==> config.mk <==
export PLATFORM = sky130hd
export DESIGN_NAME = mem_slot_sched
export DESIGN_NICKNAME = d
export VERILOG_FILES = /design/src/rtl/mem_slot_sched.sv
export SDC_FILE = /design/constraint.sdc
export NUM_CORES = 1
export LEC_CHECK = 0
export BUFFER_PORTS_ARGS = -buffer_cell sky130_fd_sc_hd__buf_2
export CAP_MARGIN = 20
export CORE_MARGIN = 2
export CORE_UTILIZATION = 50
export CTS_CLUSTER_DIAMETER = 40
export CTS_CLUSTER_SIZE = 10
export DETAILED_ROUTE_END_ITERATION = 8
export PLACE_DENSITY = 0.84
export SYNTH_ARGS = -nofsm -noshare
export SYNTH_HDL_FRONTEND = slang
export SYNTH_SLANG_ARGS = --single-unit
export TNS_END_PERCENT = 20
==> constraint.sdc <==
create_clock -name clk24 -period 3.1 [get_ports clk24]
set_clock_uncertainty 0.15 [all_clocks]
set_input_delay 0.155 -clock clk24 [delete_from_list [all_inputs] [get_ports clk24]]
set_output_delay 0.155 -clock clk24 [all_outputs]
set_load 0.01 [all_outputs]
==> src/rtl/mem_slot_sched.sv <==
`default_nettype none
// +----------------------------------------------------------------------------+
// | mem_slot_sched                                                             |
// | Time-slotted arbiter sharing one SRAM between video, CPU and DMA.          |
// | Revision: 1.0                                                              |
// +----------------------------------------------------------------------------+
module mem_slot_sched #(
   parameter int STARVE_MAX = 4
) (
   input  logic        clk24,
   input  logic        reset,
   input  logic        ce3,

   input  logic        vid_req,
   input  logic [15:0] vid_addr,
   output logic        vid_valid,
   output logic [7:0]  vid_data,

   input  logic        cpu_req,
   input  logic        cpu_we,
   input  logic [15:0] cpu_addr,
   input  logic [7:0]  cpu_wdata,
   output logic        cpu_ack,
   output logic [7:0]  cpu_rdata,

   input  logic        dma_req,
   input  logic        dma_we,
   input  logic [15:0] dma_addr,
   input  logic [7:0]  dma_wdata,
   output logic        dma_ack,
   output logic [7:0]  dma_rdata,

   output logic [15:0] mem_addr,
   output logic [7:0]  mem_wdata,
   output logic        mem_oe,
   output logic        mem_we,
   input  logic [7:0]  mem_rdata,

   output logic [1:0]  owner
);

   localparam int       c_CNT_W    = (STARVE_MAX < 1) ? 1 : $clog2(STARVE_MAX + 1);
   localparam logic [1:0] c_OWN_NONE = 2'd0;
   localparam logic [1:0] c_OWN_VID  = 2'd1;
   localparam logic [1:0] c_OWN_CPU  = 2'd2;
   localparam logic [1:0] c_OWN_DMA  = 2'd3;

   typedef enum logic [2:0] {
      ST_IDLE   = 3'd0,
      ST_ADDR   = 3'd1,
      ST_STROBE = 3'd2,
      ST_CAPT   = 3'd3,
      ST_DONE   = 3'd4
   } state_t;

   state_t               r_state;
   state_t               w_cur;
   state_t               w_next;
   logic [2:0]           r_phase;
   logic [c_CNT_W-1:0]   r_starve;
   logic [1:0]           r_owner;
   logic [15:0]          r_addr;
   logic                 r_we;
   logic [7:0]           r_wdata;
   logic [7:0]           r_vid_data;
   logic [7:0]           r_cpu_rdata;
   logic [7:0]           r_dma_rdata;

   logic                 w_arb;
   logic                 w_starved;
   logic [1:0]           w_win;
   logic [15:0]          w_win_addr;
   logic                 w_win_we;
   logic [7:0]           w_win_wdata;

   // The arbitration cycle itself is the ADDR slot, so the winner is decided
   // from the live request lines at phase 0 / phase 4.
   assign w_arb     = !reset && (r_state == ST_IDLE) &&
                      ((r_phase == 3'd0) || (r_phase == 3'd4));
   assign w_starved = (r_starve == c_CNT_W'(STARVE_MAX));

   always_comb begin
      w_win = c_OWN_NONE;
      if (!r_phase[2]) begin
         if (vid_req)      w_win = c_OWN_VID;
         else if (cpu_req) w_win = c_OWN_CPU;
         else if (dma_req) w_win = c_OWN_DMA;
      end else begin
         if (w_starved && dma_req) w_win = c_OWN_DMA;
         else if (cpu_req)         w_win = c_OWN_CPU;
         else if (dma_req)         w_win = c_OWN_DMA;
      end
   end

   always_comb begin
      w_win_addr  = 16'h0000;
      w_win_we    = 1'b0;
      w_win_wdata = 8'h00;
      case (w_win)
         c_OWN_VID: begin
            w_win_addr = vid_addr;
         end
         c_OWN_CPU: begin
            w_win_addr  = cpu_addr;
            w_win_we    = cpu_we;
            w_win_wdata = cpu_wdata;
         end
         c_OWN_DMA: begin
            w_win_addr  = dma_addr;
            w_win_we    = dma_we;
            w_win_wdata = dma_wdata;
         end
         default: begin
            w_win_addr = 16'h0000;
         end
      endcase
   end

   always_comb begin
      w_cur = r_state;
      if (w_arb && (w_win != c_OWN_NONE)) w_cur = ST_ADDR;
      w_next = ST_IDLE;
      case (w_cur)
         ST_ADDR:   w_next = ST_STROBE;
         ST_STROBE: w_next = ST_CAPT;
         ST_CAPT:   w_next = ST_DONE;
         default:   w_next = ST_IDLE;
      endcase
      // Frame sync restarts the slot grid; an unfinished access is dropped.
      if (ce3) w_next = ST_IDLE;
   end

   always_comb begin
      owner     = c_OWN_NONE;
      mem_addr  = 16'h0000;
      mem_wdata = 8'h00;
      mem_oe    = 1'b0;
      mem_we    = 1'b0;
      vid_valid = 1'b0;
      cpu_ack   = 1'b0;
      dma_ack   = 1'b0;
      case (w_cur)
         ST_ADDR: begin
            owner     = w_win;
            mem_addr  = w_win_addr;
            mem_wdata = w_win_we ? w_win_wdata : 8'h00;
         end
         ST_STROBE: begin
            owner     = r_owner;
            mem_addr  = r_addr;
            mem_wdata = r_we ? r_wdata : 8'h00;
            mem_oe    = !r_we;
            mem_we    = r_we;
         end
         ST_CAPT: begin
            owner     = r_owner;
            mem_addr  = r_addr;
            mem_wdata = r_we ? r_wdata : 8'h00;
            mem_oe    = !r_we;
         end
         ST_DONE: begin
            owner     = r_owner;
            mem_addr  = r_addr;
            vid_valid = (r_owner == c_OWN_VID);
            cpu_ack   = (r_owner == c_OWN_CPU);
            dma_ack   = (r_owner == c_OWN_DMA);
         end
         default: begin
            owner = c_OWN_NONE;
         end
      endcase
   end

   assign vid_data  = r_vid_data;
   assign cpu_rdata = r_cpu_rdata;
   assign dma_rdata = r_dma_rdata;

   always_ff @(posedge clk24) begin
      if (reset) begin
         r_state     <= ST_IDLE;
         r_phase     <= 3'd0;
         r_starve    <= '0;
         r_owner     <= c_OWN_NONE;
         r_addr      <= 16'h0000;
         r_we        <= 1'b0;
         r_wdata     <= 8'h00;
         r_vid_data  <= 8'h00;
         r_cpu_rdata <= 8'h00;
         r_dma_rdata <= 8'h00;
      end else begin
         r_state <= w_next;
         r_phase <= ce3 ? 3'd0 : r_phase + 3'd1;

         if (w_cur == ST_ADDR) begin
            r_owner <= w_win;
            r_addr  <= w_win_addr;
            r_we    <= w_win_we;
            r_wdata <= w_win_wdata;
         end

         // Losing the video-preferred window is expected, so only window B
         // losses count toward starvation.
         if (w_arb) begin
            if (!dma_req || (w_win == c_OWN_DMA))
               r_starve <= '0;
            else if (r_phase[2] && !w_starved)
               r_starve <= r_starve + c_CNT_W'(1);
         end

         if ((w_cur == ST_CAPT) && !ce3 && !r_we) begin
            case (r_owner)
               c_OWN_VID: r_vid_data  <= mem_rdata;
               c_OWN_CPU: r_cpu_rdata <= mem_rdata;
               c_OWN_DMA: r_dma_rdata <= mem_rdata;
               default:   r_vid_data  <= r_vid_data;
            endcase
         end
      end
   end

endmodule
`default_nettype wire

* After elaboration in Yosys (flattened, before gate mapping) *
Index checks and enable logic that the tools add are counted.

cells by class
  add/subtract/negate cells = 2
  $mul = 0
  div/mod/pow operators = 0
  magnitude comparators = 0
  equality and inequality tests = 12
  shift operators = 0
  multiplexer cells = 22
  bitwise logic cells = 0
  reductions and logical operators = 25

operators with widths
  kind                                                             number
  16-bit one-hot mux with 3 select lines                           1
  16-bit one-hot mux with 2 select lines                           1
  8-bit one-hot mux with 2 select lines                            2
  8-bit two-way mux                                                2
  2-bit two-way mux                                                5
  3-bit == test, second input constant                             3
  3-bit two-way mux                                                3
  3-bit one-hot mux with 3 select lines                            1
  2-bit == test, second input constant                             4
  2-bit AND reduction                                              4
  1-bit logical AND                                                7
  3-bit by 1-bit adder with 3-bit output, second input constant    2
  3-bit by 2-bit == test with 1-bit output, second input constant  2
  3-bit logical NOT                                                2
  1-bit logical NOT                                                5
  1-bit two-way mux                                                5
  2-bit by 1-bit == test with 1-bit output, second input constant  2
  2-bit one-hot mux with 2 select lines                            1
  2-bit nonzero test                                               2
  2-bit OR reduction                                               2
  3-bit by 1-bit == test with 1-bit output, second input constant  1
  3-bit OR reduction                                               1
  1-bit logical OR                                                 2
  1-bit one-hot mux with 2 select lines                            1

storage, ports and cells
  register bits after elaboration = 60
  bits in latches = 0
  RAM bits = 0
  memory bits (read-only) = 0
  bits of input ports = 80
  output and inout bits = 55
  logic and storage cells = 71
  memories kept = 0

* Depth between registers and ports, before layout *
  depth after elaboration = 11
  depth in mapped cells = 9
  gate-level depth less buffers = 7

* Worst setup path after synthesis *
OpenSTA, ideal clock, no wires.

  kind = reg-to-output
  from = register r_starve[0]
  to = output port mem_addr[0]
  arrival time = 1.580 ns
  slack = 1.215 ns
  stages on the path, launching flop included = 8
  path buffers = 1
  cells stage by stage = dfxtp_1 inv_1 ha_1 a21boi_2 o2bb2ai_2 buf_6 a222oi_1 o21ai_0

on the way
  word-level cells in the longest chain between the ends = 10

RTL lines
  element                                                                    RTL line  source
  from (decl)                                                                60        logic [c_CNT_W-1:0] r_starve;
  from (signal assigned)                                                     207       r_starve <= r_starve + c_CNT_W'(1);
  3-bit == test *                                                            80        assign w_starved = (r_starve == c_CNT_W'(STARVE_MAX));
  1-bit logical AND *                                                        89        if (w_starved && dma_req) w_win = c_OWN_DMA;
  2-bit two-way mux *                                                        89
  2-bit two-way mux *                                                        84        if (!r_phase[2]) begin
  2-bit nonzero test                                                         121       if (w_arb && (w_win != c_OWN_NONE)) w_cur = ST_ADDR;
  1-bit logical AND                                                          121
  3-bit two-way mux                                                          121
  3-bit by 2-bit == test with 1-bit output or 3-bit == test (tied branches)  142       case (w_cur)
  3-bit OR reduction (no source line)                                        n/a
  16-bit one-hot mux with 2 select lines *                                   142
  to (decl)                                                                  33        output logic [15:0] mem_addr,

Every way passes the cells marked *; elsewhere a longest branch is shown, timed or not.

* Final worst setup path *
  from = register r_starve[0]
  to = output port mem_addr[15]

Same word-level chain as after synthesis.

==> metrics.yaml <==
clockBufferDepth: 2
finalCriticalPeriod_ps: 2847
cts.sinks: 60
ys_ff_latch: 60
initial_core_util_pct: 52.23
report.final.setup_viol: 0
wl_per_cell_um: 17.67
clk_latency_ps: 340
irDropWorstVdd_v: 0.0004288
power.leakage_uw: 0.002033
cts_root_buffer: "clkbuf_8"
slew_viol_final: 0
crit_fanout: 25
grt_util_all_layers_pct: 31.63
setup-tns-final_ps: 0
finalWirelength_um: 9931
critPathLaunch: "r_starve[0]"
drive_above_1_share_pct: 33.27
worstHoldStart: "vid_addr[9]"
hold_path_class: "input port to register"
avgViaCountPerCell: 5.907
drc_errors: 0
die_y_um: 80.31
path_clk_slew_ps: 70
ys.flop_type: "dfxtp_1"
ant_nets: 0
grt_pass1_vias: 3295
grt_pass1_wl_um: 15620
final_nets: 569
grt-ovfl-total: 0
required_ps: 2790
grt_max_degree: 46
ys_warn_count: 0
slew-limit-headroom_pct: 44.72
syn_area_mm2: 0.002912
num_io_pins: 135
core_mm2: 0.005574
endpoint_kind: "output pin"
num_vias: 3320
firstDrtPassIters: 8
status: "complete, no violations"
cts_setup_buffers: 0
antennaDiodeCount: 0
cts_tree: "done"
hold_ws_ps: 15.55
maxCapViolations: 0
cp.arrival_ps: 2540
numCtsBuffers: 9
place.gp.congestion: 0.8424
port_buffers: 134
dieArea_mm2: 0.006450
max_freq_mhz: 351.2
crit_path_start_kind: "register"
hpwl_um: 5805
rows: 27
worst_pin_slew_ps: 829.2
drt_iter0_drc: 316
final_hold_viol_count: 0
path_class: "register to output pin"
syn_nets: 407
syn_inst: 323
rsz0062_at_grt: "false"
finalCritPeriodShare_pct: 91.85
fp.dieW_um: 80.31
antenna_found_initial: 0
power.density_mw_per_mm2: 464.3
synth_edf_count: 0
syn_to_final_growth_pct: 42.76
timing.rr.start: "r_starve[0]"
synth.distinct_cells: 47
synthArstFlopShare_pct: 0
syn-mean-instance-area_um2: 9.014
ys_seq_area_share_pct: 41.25
ctsHtreeMaxLevel: 3
[per-layer routing]
metal  share of wire, %  wire [µm]  vias to the layer above  GRT usage, %
li1                   -          -                     1510             -
met3                9.7        960                       46         11.57
met4                4.0        402                        0         14.75
met1                 37       3653                     1551         35.65
met2                 49       4915                      213         52.92
met5                  0          0                        -             0
[worst max-delay path: stages (launching register included)]
cell and delay (ps):
dfxtp_1 350, inv_1 60, ha_1 250, a21boi_2 220
o2bb2ai_4 220, a222oi_1 670, o21ai_0 230, buf_2 190
[timing repair]
action / in CTS / in global routing
gates resized for setup: 0 / 1
hold buffers: 37 / 0
setup endpoints to repair: 0 / 15
endpoints found under the hold margin: 45 / 0
[Yosys cell counts (all sizes together), types with 2 or more instances]
cell type / count / share of area, %
dfxtp: 60 / 41
nor4: 2 / 0.64
clkbuf: 6 / 0.77
nand3: 3 / 0.69
ha: 4 / 1.7
a222oi: 16 / 5.5
nand2b: 5 / 1.6
o21a: 2 / 0.52
nor3: 14 / 2.6
a21oi: 4 / 0.82
a211oi: 2 / 0.52
buf: 18 / 4.3
o2bb2ai: 17 / 5.3
a22o: 16 / 4.8
inv: 6 / 0.77
nand2: 28 / 3.7
nor2: 55 / 7.3
o21ai: 21 / 3.6
mux2i: 24 / 8.3
a22oi: 2 / 0.52
and3: 2 / 0.60
nor3b: 3 / 0.77
a21o: 2 / 0.52
[through the flow]
step | instances | utilization, % | worst slack (ps) | total power (µW) | cell area, µm²
floorplan | 323 | - | 1215 | 995.3 | 2912
global placement | 509 | 63.79 | 546.4 | 1092 | 3556
detailed placement | 509 | 63.79 | 455.9 | 1099 | 3556
CTS | 562 | 74.34 | 69.41 | 1916 | 4144
global route | 562 | 74.57 | 175.7 | 2001 | 4156
finish | 562 | 74.57 | 252.6 | 1930 | 4156
[state kept, by name, indices dropped and copies added, names as in the netlist]
register,cells
r_state,3
dma_rdata,8
r_wdata,8
r_we,1
cpu_rdata,8
r_addr,16
vid_data,8
r_phase,3
r_owner,2
r_starve,3
[final timing paths]
kind,endpoint,slack [ps],cells after the start
max,mem_addr[15],250,7
min,r_addr[9],20,3
max reg2reg,r_addr[5],500,7
min reg2reg,r_phase[0],310,1
[where the power goes]
group / total, µW / switching [µW] / internal (µW)
Combinational: 318 / 168 / 150
Clock: 783 / 309 / 474
Sequential: 829 / 24.9 / 804
[final cells by class]
| cell class | instances | area (µm²) |
|---|---|---|
| Clock buffer | 12 | 145.1 |
| Clock inverter | 4 | 72.57 |
| Fill cell | 371 | 1418 |
| Inverter | 6 | 22.52 |
| Multi-Input combinational cell | 233 | 1554 |
| Sequential cell | 60 | 1201 |
| Tap cell | 72 | 90.09 |
| Timing Repair Buffer | 175 | 1071 |
[cell families (layout without fill, tap and decap cells)]
logic type               Yosys count  count (layout)  synth area share (%)
AND/OR/NAND/NOR                  119             119                 19.64
AO/OA/AOI/OAI                     85              85                 23.03
flip-flops                        60              60                 41.25
buffers and inverters             30             197                 5.801
multiplexers                      24              24                 8.251
adder cells (fa/ha/maj)            4               4                 1.719
XOR/XNOR                           1               1                0.3009
[layout by cell type, fill, tap and decap left out, types with 3 or more instances in the layout]
cell type,Yosys,routed
o2bb2ai_1,16,16
a22o_1,16,16
dfxtp_1,60,60
nor3b_1,3,3
clkbuf_8,0,10
buf_2,9,134
ha_1,4,4
buf_4,2,4
dlygate4sd3_1,0,37
o21ai_1,3,3
nand2_1,27,27
inv_1,6,6
nor2_1,54,54
o21ai_0,18,18
a222oi_1,16,16
nor3_1,13,13
nand2b_1,3,3
a21oi_1,3,3
mux2i_1,24,24
Note: power is estimated with default switching activity, not from simulation.
